`config.mk`:
```
export PLATFORM = sky130hd
export DESIGN_NAME = alu_control_unit
export DESIGN_NICKNAME = d
export VERILOG_FILES = /design/src/rtl/alu_control_unit.sv
export SDC_FILE = /design/constraint.sdc
export NUM_CORES = 1
export LEC_CHECK = 0
export CORE_ASPECT_RATIO = 0.7
export CORE_UTILIZATION = 55
export DETAILED_ROUTE_END_ITERATION = 8
export PLACE_DENSITY = 0.77
export SLEW_MARGIN = 40
export SYNTH_ARGS = -nofsm -noshare
export SYNTH_HDL_FRONTEND = slang
export SYNTH_SLANG_ARGS = --single-unit
```
`constraint.sdc`:
```
create_clock -name clk -period 3.2 [get_ports clk]
set_clock_uncertainty 0.1 [all_clocks]
set_input_delay 0.8 -clock clk [delete_from_list [all_inputs] [get_ports clk]]
set_output_delay 0.8 -clock clk [all_outputs]
set_load 0.01 [all_outputs]
```
`src/rtl/alu_control_unit.sv`:
```
// alu_control_unit: four-phase (IDLE/DECODE/EXEC/WB) sequencer that feeds a
// combinational 32-bit ALU from an internal register file and tracks C/Z/N flags.
module alu_control_unit #(
    parameter int NUM_REGS = 8,
    parameter int DATA_W   = 32,
    localparam int AW      = $clog2(NUM_REGS)
) (
    input  logic              clk,
    input  logic              rst_n,
    input  logic              in_valid,
    input  logic [31:0]       in_instr,
    output logic              in_ready,
    output logic [5:0]        alu_op,
    output logic [DATA_W-1:0] alu_a,
    output logic [DATA_W-1:0] alu_b,
    output logic              alu_cin,
    input  logic [DATA_W-1:0] alu_res,
    input  logic              alu_cout,
    input  logic              alu_z,
    input  logic              alu_n,
    output logic              done,
    output logic              illegal,
    output logic              flag_c,
    output logic              flag_z,
    output logic              flag_n,
    input  logic [AW-1:0]     dbg_addr,
    output logic [DATA_W-1:0] dbg_data
);

    typedef enum logic [1:0] {S_IDLE, S_DECODE, S_EXEC, S_WB} state_t;

    typedef enum logic [5:0] {
        OP_LDI = 6'b000001,
        OP_ADD = 6'b010000,
        OP_SUB = 6'b010001,
        OP_EQ  = 6'b100000,
        OP_NE  = 6'b100001,
        OP_LE  = 6'b100010,
        OP_GT  = 6'b100011,
        OP_LLS = 6'b110000,
        OP_LRS = 6'b110001,
        OP_ARS = 6'b110010
    } opcode_t;

    state_t              r_state;
    logic [5:0]          r_opcode;
    logic [AW-1:0]       r_rd;
    logic [AW-1:0]       r_rs1;
    logic [AW-1:0]       r_rs2;
    logic [15:0]         r_imm;
    logic [DATA_W-1:0]   r_regs [NUM_REGS];
    logic [5:0]          r_alu_op;
    logic [DATA_W-1:0]   r_alu_a;
    logic [DATA_W-1:0]   r_alu_b;
    logic [DATA_W-1:0]   r_res;
    logic                r_cout;
    logic                r_alu_z;
    logic                r_alu_n;
    logic                r_done;
    logic                r_illegal;
    logic                r_flag_c;
    logic                r_flag_z;
    logic                r_flag_n;

    logic                w_is_alu;
    logic                w_is_ldi;
    logic                w_is_cmp;
    logic                w_is_arith;
    logic                w_unused;

    always_comb begin
        w_is_alu   = 1'b0;
        w_is_ldi   = 1'b0;
        w_is_cmp   = 1'b0;
        w_is_arith = 1'b0;
        case (r_opcode)
            OP_ADD, OP_SUB: begin
                w_is_alu   = 1'b1;
                w_is_arith = 1'b1;
            end
            OP_EQ, OP_NE, OP_LE, OP_GT: begin
                w_is_alu = 1'b1;
                w_is_cmp = 1'b1;
            end
            OP_LLS, OP_LRS, OP_ARS: w_is_alu = 1'b1;
            OP_LDI:                 w_is_ldi = 1'b1;
            default: ;
        endcase
    end

    // Upper register-address bits are ignored when NUM_REGS < 32.
    assign w_unused = ^{in_instr[25:21], in_instr[20:16]};

    always_ff @(posedge clk or negedge rst_n) begin
        if (!rst_n) begin
            r_state   <= S_IDLE;
            r_opcode  <= '0;
            r_rd      <= '0;
            r_rs1     <= '0;
            r_rs2     <= '0;
            r_imm     <= '0;
            r_alu_op  <= '0;
            r_alu_a   <= '0;
            r_alu_b   <= '0;
            r_res     <= '0;
            r_cout    <= 1'b0;
            r_alu_z   <= 1'b0;
            r_alu_n   <= 1'b0;
            r_done    <= 1'b0;
            r_illegal <= 1'b0;
            r_flag_c  <= 1'b0;
            r_flag_z  <= 1'b0;
            r_flag_n  <= 1'b0;
            for (int unsigned i = 0; i < NUM_REGS; i++) begin
                r_regs[i] <= '0;
            end
        end else begin
            r_done    <= 1'b0;
            r_illegal <= 1'b0;
            case (r_state)
                S_IDLE: begin
                    if (in_valid) begin
                        r_opcode <= in_instr[31:26];
                        r_rd     <= in_instr[21 +: AW];
                        r_rs1    <= in_instr[16 +: AW];
                        r_rs2    <= in_instr[11 +: AW];
                        r_imm    <= in_instr[15:0];
                        r_state  <= S_DECODE;
                    end
                end
                S_DECODE: begin
                    // Operands are captured here, so rd aliasing rs1/rs2 sees the old value.
                    if (w_is_alu) begin
                        r_alu_op <= r_opcode;
                        r_alu_a  <= r_regs[r_rs1];
                        r_alu_b  <= r_regs[r_rs2];
                    end
                    r_state <= S_EXEC;
                end
                S_EXEC: begin
                    r_res     <= alu_res;
                    r_cout    <= alu_cout;
                    r_alu_z   <= alu_z;
                    r_alu_n   <= alu_n;
                    r_alu_op  <= '0;
                    r_alu_a   <= '0;
                    r_alu_b   <= '0;
                    r_done    <= w_is_alu | w_is_ldi;
                    r_illegal <= ~(w_is_alu | w_is_ldi);
                    r_state   <= S_WB;
                end
                S_WB: begin
                    if (w_is_alu) begin
                        r_regs[r_rd] <= w_is_cmp ? {{(DATA_W-1){1'b0}}, r_res[0]} : r_res;
                        r_flag_z     <= r_alu_z;
                        r_flag_n     <= r_alu_n;
                        if (w_is_arith) begin
                            r_flag_c <= r_cout;
                        end
                    end else if (w_is_ldi) begin
                        r_regs[r_rd] <= {{(DATA_W-16){1'b0}}, r_imm};
                    end
                    r_state <= S_IDLE;
                end
                default: r_state <= S_IDLE;
            endcase
        end
    end

    assign in_ready = (r_state == S_IDLE);
    assign alu_op   = r_alu_op;
    assign alu_a    = r_alu_a;
    assign alu_b    = r_alu_b;
    assign alu_cin  = r_flag_c;
    assign done     = r_done;
    assign illegal  = r_illegal;
    assign flag_c   = r_flag_c;
    assign flag_z   = r_flag_z;
    assign flag_n   = r_flag_n;
    assign dbg_data = r_regs[dbg_addr];

endmodule

```
==> results of run 1 <==
-- power by group through the flow --
stage	clock, mW	combinational [mW]	sequential (mW)
2_1_floorplan	0	5.09	6.82
3_3_place_gp	0	6.52	7.49
3_5_place_dp	0	6.76	7.58
4_1_cts	4.80	6.77	7.51
5_1_grt	5.01	7.24	7.71
6_report	4.73	6.79	7.55
-- flip-flops by register name, indices dropped and copies added, names as in the netlist --
signal,flops
flag_z,1
r_state,2
r_alu_z,1
r_rs1,3
alu_cin,1
illegal,1
r_alu_n,1
flag_n,1
r_cout,1
alu_b,32
alu_op,6
r_res,32
r_imm,14
r_opcode,6
done,1
r_rd,3
r_regs,256
r_rs2,2
alu_a,32
-- area by class of cell --
cell class,count,area (µm²)
Multi-Input combinational cell,1010,9690
Sequential cell,396,9920
Clock buffer,60,1180
Fill cell,2595,12200
Tap cell,480,601
Inverter,5,18.8
Clock inverter,7,114
Timing Repair Buffer,241,2700
-- worst max-delay path by stage --
stage                               to  slack (ps)
after floorplan            dbg_data[0]         180
after global placement    dbg_data[30]        -230
after detailed placement   dbg_data[0]        -250
after CTS                 dbg_data[28]         -30
after global routing      dbg_data[12]           2
final                     dbg_data[24]          40
-- worst max-delay path, delay by kind of cell --
kind,cells,cell delay [ps]
buffers and inverters,4,680
multiplexers,2,750
-- layer usage --
| metal | GRT usage (%) | share of wire, % | vias to the layer above | wire length (µm) |
|---|---|---|---|---|
| met5 | 0 | 0 | - | 0 |
| met4 | 10.7 | 2.8 | 0 | 1580 |
| met3 | 6.32 | 8.3 | 126 | 4630 |
| met2 | 46.5 | 47 | 732 | 26400 |
| met1 | 42.8 | 41 | 7544 | 22900 |
| li1 | - | - | 6155 | - |
-- what timing repair did --
action / in CTS / in global routing
endpoints found under the setup margin: 32 / 9
gates cloned: 4 / 0
buffers inserted: 3 / 4
gates resized for setup: 43 / 9
hold buffers: 0 / 0
-- metrics by stage --
| stage | utilization (%) | TNS [ps] | cells |
|---|---|---|---|
| after global routing | 66.5 | 0 | 2199 |
| after detailed placement | 62.4 | -5930 | 2121 |
| final | 66.5 | 0 | 2199 |
| after CTS | 66.4 | -162 | 2195 |
| after global placement | 62.3 | -5700 | 2116 |
| after floorplan | - | 0 | 1549 |
-- Yosys cell counts (2+ instances only) --
master    count  area share, %
o21ai_0       9           0.22
a2111o_1      8           0.44
nand2_1     273            5.0
buf_1        14           0.25
buf_4         9           0.33
ha_1          4           0.24
clkbuf_1     25           0.46
nor2_1        3          0.055
o21ai_2      21           0.89
a22oi_2       5           0.30
dfrtp_1     396             48
mux4_2      192             21
mux2_4        4           0.29
inv_1         5          0.091
buf_6        55            3.0
or3b_1        2          0.085
a22o_1       64            2.7
o21ai_1     230            5.6
nand3b_1      2          0.073
nor2b_1       4           0.12
buf_2        35           0.85
mux2_2      163            8.9
and2_1        3          0.091
a22oi_1      10           0.36
-- kinds of logic (layout without fill, tap and decap cells) --
kind of cell             Yosys count  count (layout)  share of synthesized area, %
AO/OA/AOI/OAI                    353             353                          10.9
adder cells (fa/ha/maj)            4               4                         0.243
buffers and inverters            143             313                          4.98
flip-flops                       396             396                          48.1
multiplexers                     360             360                          30.2
AND/OR/NAND/NOR                  293             293                          5.61
==> flow_metrics.py, run 1 <==
metrics = {
    "run_status": {
        "status": "finished, violations left",
        "violations": "design-rule violations",
    },
    "floorplan": {
        "die_w_um": 233,
        "io_pins": 182,
        "coreArea_um2": 36400,
        "die_area_um2": 38300,
        "rows": 58,
        "die_h_um": 164,
        "start_util_pct": 56.6,
    },
    "layout": {
        "final_cell_mix": "dfrtp_1 (390), nand2_1 (273), o21ai_1 (230), mux4_2 (192), mux2_2 (163)",
        "num_antenna_cells": 0,
        "fin_nets": 1770,
        "drive_above_1_share_pct": 30.8,
        "postLayoutCellArea_um2": 24200,
        "final_common_cell": "dfrtp_1",
        "area_growth_pct": 17.5,
    },
    "power": {
        "power_density_nw_per_um2": 787,
        "p_int_mw": 12.3,
        "p_sw_share_pct": 35.4,
        "fin_total_pwr_mw": 19.1,
        "leakage_nw": 10.2,
        "p_comb_share_pct": 35.6,
        "p_seq_share_pct": 39.6,
        "switching_power_mw": 6.75,
        "vdd_drop_max_uv": 499,
        "pwr-share-clk_pct": 24.8,
    },
    "clock_network": {
        "cts_buffer_depth": 3,
        "clock_sinks": 396,
        "cts_tree": "done",
        "clk_pin_slew_ps": 60,
        "cts_root_buf": "clkbuf_16",
        "cts_buffers": 39,
        "clock_latency_ps": 540,
        "h-tree-depth": 2,
    },
    "route": {
        "postRouteAntennaNets": 0,
        "routed_via_density": 6.62,
        "wl_per_cell_um": 25.2,
        "vias": 14557,
        "drtIter0Drc": 1393,
        "drc_errors": 8,
        "first_pass_iters": 7,
        "routed_wl_um": 55500,
    },
    "run": {
        "cap_violations": 0,
    },
    "global_routing": {
        "grt-ovfl-total": 0,
        "antenna_found_initial": 0,
        "grt_max_degree": 65,
        "grt_pass1_vias": 14859,
        "grt_usage_pct": 30.1,
        "grt_pass1_wl_um": 86800,
    },
    "synth": {
        "ys_warn_count": 0,
        "synth_ff_type": "dfrtp_1",
        "syn_area_um2": 20600,
        "postSynthCellCount": 1549,
        "synth_seq_cells": 396,
        "synth_edf_count": 0,
        "ys_async_sr_fraction_pct": 100,
        "ys_seq_area_share_pct": 48.1,
        "syn_nets": 1626,
        "ys_types": 37,
        "avgSynthCellArea_um2": 13.3,
    },
    "setup_path": {
        "start_kind": "primary input",
        "critPathCaptureType": "output port",
        "cp.arrival_ps": 2260,
        "crit_type": "in2out",
        "cpMostUsedCell": "buf_16",
        "cp_max_fo": 8,
        "critical_path.max_stage_delay_ps": 480,
        "rrSetupSlack_ps": 730,
        "r2r_cells": 6,
        "reg2reg_from": "r_state[0]",
        "worst_path_max_delay_cell": "mux4_2",
        "r2r_end": "r_regs[242]",
        "required_ps": 2300,
        "startpoint": "dbg_addr[0]",
        "cp_cell_sequence": "buf_16 > buf_16 > buf_12 > mux4_2 > mux2_2 > dlygate4sd2_1",
    },
    "place": {
        "gp_congestion": 0.846,
        "io_buffers": 177,
        "dpl_worst_slack_ps": -246,
        "post_dp_cell_area_um2": 22700,
        "hpwl_um": 34700,
    },
    "timing": {
        "worst_pin_slew_ps": 833,
        "slew_violations": 0,
        "fin_crit_ps": 3160,
        "min_period_over_period_pct": 98.7,
        "hold-worst-slack_ps": 86.0,
        "setup_viol": 0,
        "grt_setup_unrepaired": "no",
        "timing.final.ws_setup_ps": 42.0,
        "hold_viol": 0,
        "max_freq_mhz": 317,
        "relSlewSlack_pct": 42.9,
    },
    "hold_path": {
        "hp-class": "in2async",
    },
}
Note: power is estimated with default switching activity, not from simulation.
==> run 2: changes to the inputs <==
TNS_END_PERCENT = 30   (was not set)
==> run 2 against run 1 <==
Effect of this change: the run still ends with design-rule violations left; worst setup slack got worse by 13 ps; critical path depth fell by 1; global-route usage barely moved; die area did not move; clock power barely moved; final cell count fell by 0.32%; hold slack barely moved; via count did not move; total power barely moved; combinational power barely moved; non-clock buffer count fell by 7; critical endpoint is now dbg_data[18]; highest routed layer unchanged.
==> flow_metrics.py, run 2 (synthesis results as in run 1) <==
metrics = {
    "setup_path": {
        "cp_num_buf_inv": 3,
        "cp.arrival_ps": 2270,
        "crit_type": "in2out",
        "required_ps": 2300,
        "rrSetupSlack_ps": 740,
        "critPathCaptureType": "output port",
        "cpMostUsedCell": "buf_16",
        "start_kind": "primary input",
        "cp_top_family": "multiplexers",
        "critical_path.max_stage_delay_ps": 510,
        "cp_cell_sequence": "buf_16 > buf_16 > mux4_2 > mux2_2 > dlygate4sd2_1",
        "cp_max_fo": 16,
        "worst_path_max_delay_cell": "mux4_2",
    },
    "layout": {
        "postLayoutCellArea_um2": 24100,
        "area_growth_pct": 17.1,
        "multiInputGateArea_um2": 9690,
        "final_common_cell": "dfrtp_1",
        "seq_area_um2": 9920,
        "drive_above_1_share_pct": 30.5,
        "n_fill_cell": 2609,
        "largest_register_ffs": 256,
        "fin_nets": 1763,
        "top_register": "r_regs",
        "num_antenna_cells": 0,
        "final_cell_mix": "dfrtp_1 (390), nand2_1 (273), o21ai_1 (230), mux4_2 (192), mux2_2 (163)",
    },
    "place": {
        "post_dp_cell_area_um2": 22700,
        "io_buffers": 177,
        "dpl_worst_slack_ps": -246,
        "hpwl_um": 34700,
        "gp_congestion": 0.846,
    },
    "timing": {
        "hold_viol": 0,
        "timing.final.ws_setup_ps": 29.3,
        "setup_viol": 0,
        "fin_crit_ps": 3170,
        "min_period_over_period_pct": 99.1,
        "grt_setup_unrepaired": "yes",
        "slew_violations": 0,
        "relSlewSlack_pct": 43.3,
        "finalSetupTns_ps": 0,
        "max_freq_mhz": 315,
        "hold-worst-slack_ps": 85.7,
        "worst_pin_slew_ps": 827,
    },
    "route": {
        "routed_via_density": 6.64,
        "drtIter0Drc": 1490,
        "routed_wl_um": 55300,
        "drc_errors": 8,
        "wl_per_cell_um": 25.2,
        "vias": 14557,
        "first_pass_iters": 8,
        "postRouteAntennaNets": 0,
    },
    "floorplan": {
        "rows": 58,
        "io_pins": 182,
        "start_util_pct": 56.6,
        "die_h_um": 164,
        "die_area_um2": 38300,
        "coreArea_um2": 36400,
        "die_w_um": 233,
    },
    "global_routing": {
        "grt_max_degree": 65,
        "antenna_found_initial": 0,
        "grt_usage_pct": 30.1,
        "grt_pass1_wl_um": 86800,
        "grt-ovfl-total": 0,
        "grt_pass1_vias": 14827,
    },
    "power": {
        "leakage_nw": 10.2,
        "vdd_drop_max_uv": 500,
        "power_density_nw_per_um2": 790,
        "fin_total_pwr_mw": 19.1,
    },
    "run_status": {
        "status": "finished, violations left",
        "violations": "design-rule violations",
    },
    "clock_network": {
        "clock_latency_ps": 540,
        "h-tree-depth": 2,
        "clock_sinks": 396,
        "cts_buffers": 39,
        "cts_tree": "done",
        "cts_root_buf": "clkbuf_16",
        "cts_buffer_depth": 3,
        "clk_pin_slew_ps": 60,
    },
    "hold_path": {
        "hp-class": "in2async",
    },
    "run": {
        "cap_violations": 0,
    },
}
==> run 2: cell count changes in the layout (fill, tap and decap cells not counted), sizes merged <==
cell,delta
dlygate4sd2,+8
clkdlybuf4s15,-8
buf,-7
==> run 2: stage by stage <==
step	std cells	util, %
after floorplan	1549	-
after global placement	2116	62.3
after detailed placement	2121	62.4
after CTS	2192	66.3
after global routing	2192	66.2
final	2192	66.2
==> run 2: report_power, final <==
part | switching, mW | total, mW | internal, mW | leakage (nW)
sequential | 1.45 | 7.55 | 6.10 | 5.34
combinational | 3.35 | 6.78 | 3.42 | 4.24
clock | 1.95 | 4.73 | 2.78 | 0.642
total | 6.76 | 19.1 | 12.3 | 10.2
==> run 2: path summary, 6_finish.rpt <==
kind / to / cells after the start / from
worst max-delay path: dbg_data[18] / 5 / dbg_addr[0]
worst min-delay path: r_regs[138] / 1 / rst_n
worst max register to register: r_regs[242] / 6 / r_state[0]
worst min register to register: alu_op[3] / 1 / alu_op[3]
max in group asynchronous: r_regs[25] / 2 / rst_n
min in group clk: alu_op[3] / 1 / alu_op[3]
==> run 2: timing repair <==
item                                    in CTS  in global routing
buffers inserted                             0                  0
hold buffers                                 0                  0
gates cloned                                 4                  0
gates resized for setup                     41                  2
endpoints found under the setup margin      32                  8
==> run 2: layer usage <==
| metal | global-route usage (%) | up-vias | share of wire [%] |
|---|---|---|---|
| li1 | - | 6142 | - |
| met1 | 42.8 | 7495 | 41 |
| met2 | 46.5 | 767 | 47 |
| met3 | 6.20 | 153 | 8.5 |
| met4 | 10.7 | 0 | 3.1 |
| met5 | 0 | - | 0 |
==> run 2: cell type report <==
class | instances | share of cell area [%]
clock inverters | 7 | 0.472
multi-input cells | 1010 | 40.2
inverters | 5 | 0.0778
clock buffers | 60 | 4.91
repair buffers | 234 | 10.8
flip-flops and latches | 396 | 41.1
well taps | 480 | 2.49
